**config.mk**
```make
export PLATFORM = sky130hd
export DESIGN_NAME = cpu_run_ctrl
export DESIGN_NICKNAME = d
export VERILOG_FILES = /design/src/rtl/cpu_pkg.sv /design/src/rtl/cpu_run_ctrl_idle_timer.sv /design/src/rtl/cpu_run_ctrl.sv
export SDC_FILE = /design/constraint.sdc
export NUM_CORES = 1
export LEC_CHECK = 0
export CORE_ASPECT_RATIO = 0.8
export CORE_UTILIZATION = 52
export CTS_CLUSTER_SIZE = 24
export DETAILED_ROUTE_END_ITERATION = 12
export GPL_ROUTABILITY_DRIVEN = 0
export PLACE_DENSITY = 0.81
export RECOVER_POWER = 50
export SYNTH_ARGS = -nofsm -noshare
export SYNTH_HDL_FRONTEND = slang
export SYNTH_SLANG_ARGS = --single-unit
export TNS_END_PERCENT = 100
```
**constraint.sdc**
```tcl
create_clock -name Clk -period 2.6 [get_ports Clk]
set_input_delay 0.65 -clock Clk [delete_from_list [all_inputs] [get_ports Clk]]
set_output_delay 0.65 -clock Clk [all_outputs]
set_load 0.01 [all_outputs]
```
**src/rtl/cpu_pkg.sv**
```systemverilog
// Shared types and constants for the accumulator-CPU run controller.
package cpu_pkg;

  typedef enum logic [2:0] {
    ST_IDLE  = 3'd0,
    ST_LOAD  = 3'd1,
    ST_FILL  = 3'd2,
    ST_READY = 3'd3,
    ST_RUN   = 3'd4,
    ST_HALT  = 3'd5,
    ST_ERR   = 3'd6
  } state_t;

  localparam logic [2:0] OP_HLT = 3'b000;
  localparam int IMEM_DEPTH = 32;
  localparam int DEF_UBRR = 325;
  localparam int DEF_IDLE_TMO = 52080;

endpackage

```
**src/rtl/cpu_run_ctrl_idle_timer.sv**
```systemverilog
// Idle timeout for program load: down-counter reloaded on every received
// byte, flags the last cycle of an IDLE_TMO-cycle quiet gap.
module cpu_run_ctrl_idle_timer import cpu_pkg::*; #(
  parameter int IDLE_TMO = DEF_IDLE_TMO
) (
  input  logic Clk,
  input  logic Reset,
  input  logic load,
  input  logic en,
  output logic tc
);

  localparam int TW = $clog2(IDLE_TMO + 1);
  localparam logic [TW-1:0] TMO_VAL = TW'(IDLE_TMO);

  logic [TW-1:0] cnt;

  // Reload while not timing, otherwise count quiet cycles down towards 1.
  always_ff @(posedge Clk) begin
    if (Reset)
      cnt <= '0;
    else if (load)
      cnt <= TMO_VAL;
    else if (en && cnt != '0)
      cnt <= cnt - 1'b1;
  end

  // cnt==1 marks the IDLE_TMO-th consecutive quiet cycle.
  assign tc = en && !load && (cnt == TW'(1));

endmodule

```
**src/rtl/cpu_run_ctrl.sv**
```systemverilog
// Run controller for the 8-bit accumulator CPU: loads the program from the
// UART into instruction memory, zero-fills the rest, then gates execution
// as free-run or single-step.
//
// state | meaning
// IDLE  | nothing loaded since reset; run/step ignored
// LOAD  | writing received bytes at ptr, CPU held in load
// FILL  | writing HLT (8'h00) from ptr up to the last word
// READY | program loaded, CPU stopped at PC 0
// RUN   | CPU enabled every cycle until HLT is seen
// HALT  | CPU stopped on HLT (or step into HLT)
// ERR   | framing error during load; only a new load exits
module cpu_run_ctrl import cpu_pkg::*; #(
  parameter int ADDR_W   = $clog2(IMEM_DEPTH),
  parameter int DATA_W   = 8,
  parameter int IDLE_TMO = DEF_IDLE_TMO
) (
  input  logic              Clk,
  input  logic              Reset,
  input  logic              load_req,
  input  logic              run_req,
  input  logic              step_req,
  input  logic              rx_valid,
  input  logic [DATA_W-1:0] rx_data,
  input  logic              rx_fe,
  input  logic [2:0]        opcode,
  output logic              imem_we,
  output logic [ADDR_W-1:0] imem_addr,
  output logic [DATA_W-1:0] imem_wdata,
  output logic              cpu_load,
  output logic              cpu_en,
  output logic              cpu_clr,
  output logic [ADDR_W:0]   prog_len,
  output logic              err,
  output logic              busy
);

  state_t          state;
  logic [ADDR_W:0] ptr;
  logic            step_q;
  logic            tmo_load;
  logic            tmo_en;
  logic            tmo_hit;

  // Timer only runs in LOAD once a byte has arrived; each byte restarts it.
  assign tmo_load = (state != ST_LOAD) || rx_valid;
  assign tmo_en   = (state == ST_LOAD) && (ptr != '0);

  cpu_run_ctrl_idle_timer #(.IDLE_TMO(IDLE_TMO)) u_idle_timer (
    .Clk   (Clk),
    .Reset (Reset),
    .load  (tmo_load),
    .en    (tmo_en),
    .tc    (tmo_hit)
  );

  // Memory write port follows the incoming strobe in the same cycle; Reset
  // blocks the write immediately so an aborted load leaves no extra word.
  always_comb begin
    imem_we    = 1'b0;
    imem_wdata = '0;
    if (!Reset) begin
      if (state == ST_LOAD && rx_valid && !rx_fe) begin
        imem_we    = 1'b1;
        imem_wdata = rx_data;
      end else if (state == ST_FILL) begin
        imem_we = 1'b1;
      end
    end
  end

  assign imem_addr = ptr[ADDR_W-1:0];
  assign busy      = (state == ST_LOAD) || (state == ST_FILL);
  assign cpu_load  = busy || (state == ST_ERR);
  // HLT must stop the CPU in the very cycle it is presented, hence combinational.
  assign cpu_en    = ((state == ST_RUN) && (opcode != OP_HLT)) || step_q;

  // Sequencer FSM with registered status outputs.
  always_ff @(posedge Clk) begin
    if (Reset) begin
      state    <= ST_IDLE;
      ptr      <= '0;
      prog_len <= '0;
      err      <= 1'b0;
      cpu_clr  <= 1'b0;
      step_q   <= 1'b0;
    end else begin
      cpu_clr <= 1'b0;
      step_q  <= 1'b0;
      if (load_req && !busy) begin
        state <= ST_LOAD;
        ptr   <= '0;
        err   <= 1'b0;
      end else begin
        case (state)
          ST_LOAD: begin
            if (rx_valid) begin
              if (rx_fe) begin
                err   <= 1'b1;
                state <= ST_ERR;
              end else if (&ptr[ADDR_W-1:0]) begin
                prog_len <= ptr + 1'b1;
                ptr      <= '0;
                cpu_clr  <= 1'b1;
                state    <= ST_READY;
              end else begin
                ptr <= ptr + 1'b1;
              end
            end else if (tmo_hit) begin
              prog_len <= ptr;
              state    <= ST_FILL;
            end
          end
          ST_FILL: begin
            if (&ptr[ADDR_W-1:0]) begin
              ptr     <= '0;
              cpu_clr <= 1'b1;
              state   <= ST_READY;
            end else begin
              ptr <= ptr + 1'b1;
            end
          end
          ST_READY, ST_HALT: begin
            if (run_req)
              state <= ST_RUN;
            else if (step_req && !step_q) begin
              if (opcode == OP_HLT)
                state <= ST_HALT;
              else
                step_q <= 1'b1;
            end
          end
          ST_RUN: begin
            if (opcode == OP_HLT)
              state <= ST_HALT;
          end
          default: ;
        endcase
      end
    end
  end

endmodule

```
* Word-level counts from Yosys, hierarchy flattened
Cells that the tools add are included.
** Word-level totals
- Register bits after elaboration :: 34
- Bits of input ports :: 18
- Output and inout port bits :: 25
- Logic and storage cells :: 95
** Cells by class
- Add/subtract/negate cells :: 2
- Eq/ne operators :: 16
- Muxes and demuxes :: 29
- Bitwise gates (word level) :: 3
- Reductions and logical operators :: 36
** Operators by type and width (number)
- $mux W6 :: 7
- $mux W16 :: 2
- $mux W3 :: 7
- $eq A16 B1 Y1 const B :: 1
- $mux W8 :: 2
- $reduce_bool A16 Y1 :: 1
- $sub A16 B1 Y16 const B :: 1
- $pmux W3 S4 :: 1
- $pmux W6 S2 :: 1
- $reduce_and A3 Y1 :: 4
- $reduce_and A5 Y1 :: 2
- $eq A3 B3 Y1 const B :: 3
- $logic_and A1 B1 Y1 :: 9
- $mux W1 :: 8
- $add A6 B1 Y6 const B :: 1
- $eq A3 B2 Y1 const B :: 2
- $ne A2 B2 Y1 const B :: 3
- $ne A3 B3 Y1 const B :: 2
- $reduce_bool A2 Y1 :: 3
- $reduce_bool A6 Y1 :: 1
- $reduce_or A2 Y1 :: 3
- $reduce_bool A5 Y1 :: 1
- $reduce_or A5 Y1 :: 1
- $logic_not A1 Y1 :: 4
- other kinds (11) :: 16

* Logic depth before layout (Yosys ltp)
- Depth in word-level cells :: 9
- Mapped depth :: 9

* Hierarchy
Synthesis repeated with hierarchy kept, for this count alone.
** Unflattened totals
- Cell total of the unflattened synthesis :: 253
- Area, all modules :: 2102.0 sq um
** By module, submodules not included
- cpu_run_ctrl :: instances 1, cells an instance 146, area an instance 1189.9 sq um, sequential area each 360.3 sq um
- cpu_run_ctrl_idle_timer :: instances 1, cells an instance 107, area an instance 912.1 sq um, sequential area each 320.3 sq um

* Worst setup path after synthesis
Ideal clock, no wire load.
- Path kind :: reg-to-output
- Start point :: register state[1]
- End point :: output imem_wdata[0]
- Arrival time :: 1.720 ns
- Data required time :: 1.950 ns
- Slack :: 0.230 ns
- Cell stages (with the launch flop) :: 6
- Buffers on the path :: 2
- Cells stage by stage :: dfxtp_1 or3b_2 clkbuf_1 clkbuf_1 nor3_1 and2_1
** Between the ends
- Cells in the longest elaborated chain, start to end :: 5
** RTL lines
- start: declaration :: RTL line cpu_run_ctrl.sv:38 : state_t state;
- start signal: assignment :: RTL line cpu_run_ctrl.sv:81 : state <= ST_IDLE;
- start signal: assignment :: RTL line cpu_run_ctrl.sv:91 : state <= ST_LOAD;
- start signal: assignment :: RTL line cpu_run_ctrl.sv:100 : state <= ST_ERR;
- $eq A3 B1 Y1 :: RTL line cpu_run_ctrl.sv:63 : if (state == ST_LOAD && rx_valid && !rx_fe) begin
- $logic_and A1 B1 Y1 (2 in series) :: RTL line cpu_run_ctrl.sv:63
- $mux W8 :: RTL line cpu_run_ctrl.sv:63
- $mux W8 :: RTL line cpu_run_ctrl.sv:62 : if (!Reset) begin
- end: declaration :: RTL line cpu_run_ctrl.sv:29 : output logic [DATA_W-1:0] imem_wdata,
Every way passes these cells.

* Worst setup path after layout
- Start point :: input rx_fe
- End point :: output imem_wdata[2]
** Between the ends
- Cells in the longest elaborated chain, start to end :: 4
** RTL lines
- start: declaration :: RTL line cpu_run_ctrl.sv:25 : input logic rx_fe,
- $logic_not A1 Y1 :: RTL line cpu_run_ctrl.sv:63
- $logic_and A1 B1 Y1 :: RTL line cpu_run_ctrl.sv:63
- $mux W8 :: RTL line cpu_run_ctrl.sv:63
- $mux W8 :: RTL line cpu_run_ctrl.sv:62
Every way passes these cells.

==> results.cfg <==
[cts]
clk_pin_slew_ns = 0.07
cts_sinks = 34
cts_buffer_depth = 2
cts_tree = yes
cts_made_buffers = 5
clk_latency_ns = 0.28
cts_hold_buf = 0
cts_root_buf = clkbuf_8
htreeDepth = 2

[synth]
yosys-top-cells-area = dfxtp_1 (32%), xnor2_1 (6.1%), a21oi_1 (5.4%)
syn_nets = 283
synth_edf_count = 0
yosysUniqueCellTypes = 56
syn_area_sq_um = 2140
synth.top_cell.area_share_pct = 31.8
yosys.area.top_type = dfxtp_1
seq_area_frac_synth_pct = 31.8
ys.flop_type = dfxtp_1
netlist_instances = 260
synth_seq_cells = 34
avgSynthCellArea_sq_um = 8.23
ys_warn_count = 0
synthArstFlopShare_pct = 0

[die]
die_y_um = 59.4
coreArea_sq_um = 3880
initial_utilization_pct = 55.2
rows = 20
design.die.area_sq_um = 4380
die_w_um = 73.7
ios = 43

[min_path]
min-delay-start = prog_len[2]
hold_path_depth = 2
hp-class = reg -> reg
min_to = prog_len[2]

[placed_design]
hpwl_mm = 3.72
port_buffers = 42
place_area_sq_um = 2640
placed_cells_incl_taps = 351

[timing]
drv_slew = 0
min_period_ns = 2.55
max_freq_mhz = 393
worstMarginPinSlew_ns = 0.532
skew_ns = 0.00680
tns_ns = 0
rsz0062_at_grt = no
finalSetupViolCount = 0
finalHoldViolCount = 0
period_share_pct = 97.9
relSlewSlack_pct = 64.4

[power_and_ir_drop]
p_int_uw = 1150
netSwitchingPower_uw = 591
powerDensity_nw_per_um2 = 638
power_frac_clock_pct = 27.3
report.power.total_uw = 1740
p_sw_share_pct = 33.9
pwr-share-comb_pct = 38.6
seqPwrFrac_pct = 34.1
peakVddDrop_v = 0.000320
p_leak_uw = 0.00106

[setup_path]
reg2reg_setup_slack_ns = 0.32
required_ns = 1.95
reg2reg_depth = 5
reg2reg_to = u_idle_timer.cnt[11]
path_delay_family = buffers and inverters
cp_max_fo = 5
cp_slowest_cell = dlygate4sd2_1
start_kind = input port
criticalPathCategory = in -> out
path_cells = dlygate4sd2_1 -> nand2b_4 -> nor3_4 -> buf_4 -> buf_4 -> and2_1 -> dlygate4sd2_1
critical_path_buf_inv_count = 4
crit_path_end_kind = output pin
r2r_start = u_idle_timer.cnt[0]
worstPathArrival_ns = 1.90
slowest_delay_ns = 0.28

[cells_and_area]
layout-area-overhead-vs-synth_pct = 27.5
final_cell_mix = dfxtp_1 (34), nor2_1 (24), a21oi_1 (23)
drive_gt1_share_pct = 12.5
fin_area_sq_um = 2730
nNetsFinal = 327
n_fill_cell = 310
regArea_sq_um = 681
multi_input_area_sq_um = 1330
final_common_cell = dfxtp_1
final_cells = 360
diodes = 0

[global_route]
overflow = 0
grt_max_degree = 20
grt_pass1_wl_mm = 8.58
antenna_found_initial = 0
use_met3_pct = 4.93
grt_pass1_vias = 1839
grt.total_usage_pct = 25.5
gr-usage-met2_pct = 39.4
top_usage_layer = met2
grt_util_met1_pct = 36.1

[detailed_routing]
via_per_inst = 5.51
antenna_left = 0
post_drt_wl_per_cell_um = 14.3
vias = 1985
drt_wl_total_mm = 5.14
drt_iter0_markers = 141
drc = 0
first_pass_iters = 4

[status]
status = completed

[run]
drv_cap = 0
==> cell usage after synthesis, drive strengths merged, types with 2 or more instances <==
cell type and instances:
nor3 10, o22ai 2, nor2 25, nand3b 4
and3 6, o21a 2, or2 3, dfxtp 34
nand2b 10, nor3b 5, a21oi 23, o211ai 3
o21ai 10, buf 8, nand2 8, a211oi 5
nor4 10, or4 3, mux2i 3, nor2b 3
clkbuf 13, a21o 2, xnor2 15, xor2 3
o31ai 2, nand4 3, inv 9, and2 8
or3 8, ha 5
==> worst register-to-register path: stages (launching register included) <==
cell     delay, ns
dfxtp_1       0.35
or4_1         0.64
or4_4         0.48
nor3_1        0.40
nand4_1       0.14
and3b_1       0.18
==> power by group through the flow <==
| stage | logic [uW] | registers, uW | clock network [uW] |
|---|---|---|---|
| after global placement | 659 | 602 | 0 |
| after CTS | 677 | 595 | 486 |
| after floorplan | 436 | 605 | 0 |
| final | 672 | 594 | 476 |
| after detailed placement | 668 | 604 | 0 |
| after global routing | 731 | 599 | 508 |
==> kinds of logic after synthesis <==
logic type | share of synthesized area, %
AND/OR/NAND/NOR | 33.1
multiplexers | 1.40
XOR/XNOR | 7.36
AO/OA/AOI/OAI | 16.9
buffers and inverters | 6.43
adder cells (fa/ha/maj) | 2.92
flip-flops | 31.8
==> sequential cells by signal, indices dropped and copies added, names as in the netlist <==
register          flops
u_idle_timer.cnt     16
prog_len              6
ptr                   6
state                 3
cpu_clr               1
err                   1
step_q                1
==> per-layer routing <==
metal / part of all wire (%) / vias to the layer above / wire (um)
li1: - / 1015 / -
met1: 49 / 921 / 2500
met2: 46 / 42 / 2340
met3: 4.5 / 7 / 232
met4: 1.2 / 0 / 61
met5: 0 / - / 0
==> worst max path at each step <==
stage	start	to	slack [ns]	cells past startpoint
final	rx_fe	imem_wdata[2]	0.05	7
after global routing	state[1]	busy	0.02	4
after CTS	rx_fe	imem_wdata[2]	0.04	7
after detailed placement	rx_valid	imem_wdata[2]	-0.39	6
after global placement	rx_valid	imem_wdata[5]	-0.36	6
after floorplan	state[1]	imem_wdata[0]	0.23	5
==> stage by stage <==
| stage | worst slack, ns | util [%] | hold WS [ns] |
|---|---|---|---|
| global route | 0.0166 | 70.4 | 0.500 |
| CTS | 0.0356 | 71.0 | 0.484 |
| floorplan | 0.230 | - | 0.482 |
| finish | 0.0549 | 70.4 | 0.475 |
| global placement | -0.355 | 68.0 | 0.458 |
| detailed placement | -0.388 | 68.0 | 0.471 |
==> repair_timing <==
item / in CTS / in global routing
hold endpoints to repair: 0 / 0
endpoints found under the setup margin: 10 / 0
setup buffers: 1 / 0
resized for setup: 21 / 0
==> layout make-up <==
class,count,share of cell area [%]
Multi-Input combinational cell,196,48.6
Timing Repair Buffer,58,18.8
Clock inverter,1,1.10
Tap cell,55,2.52
Sequential cell,34,24.9
Clock buffer,7,2.80
Inverter,9,1.24
Note: power is estimated with default switching activity, not from simulation.
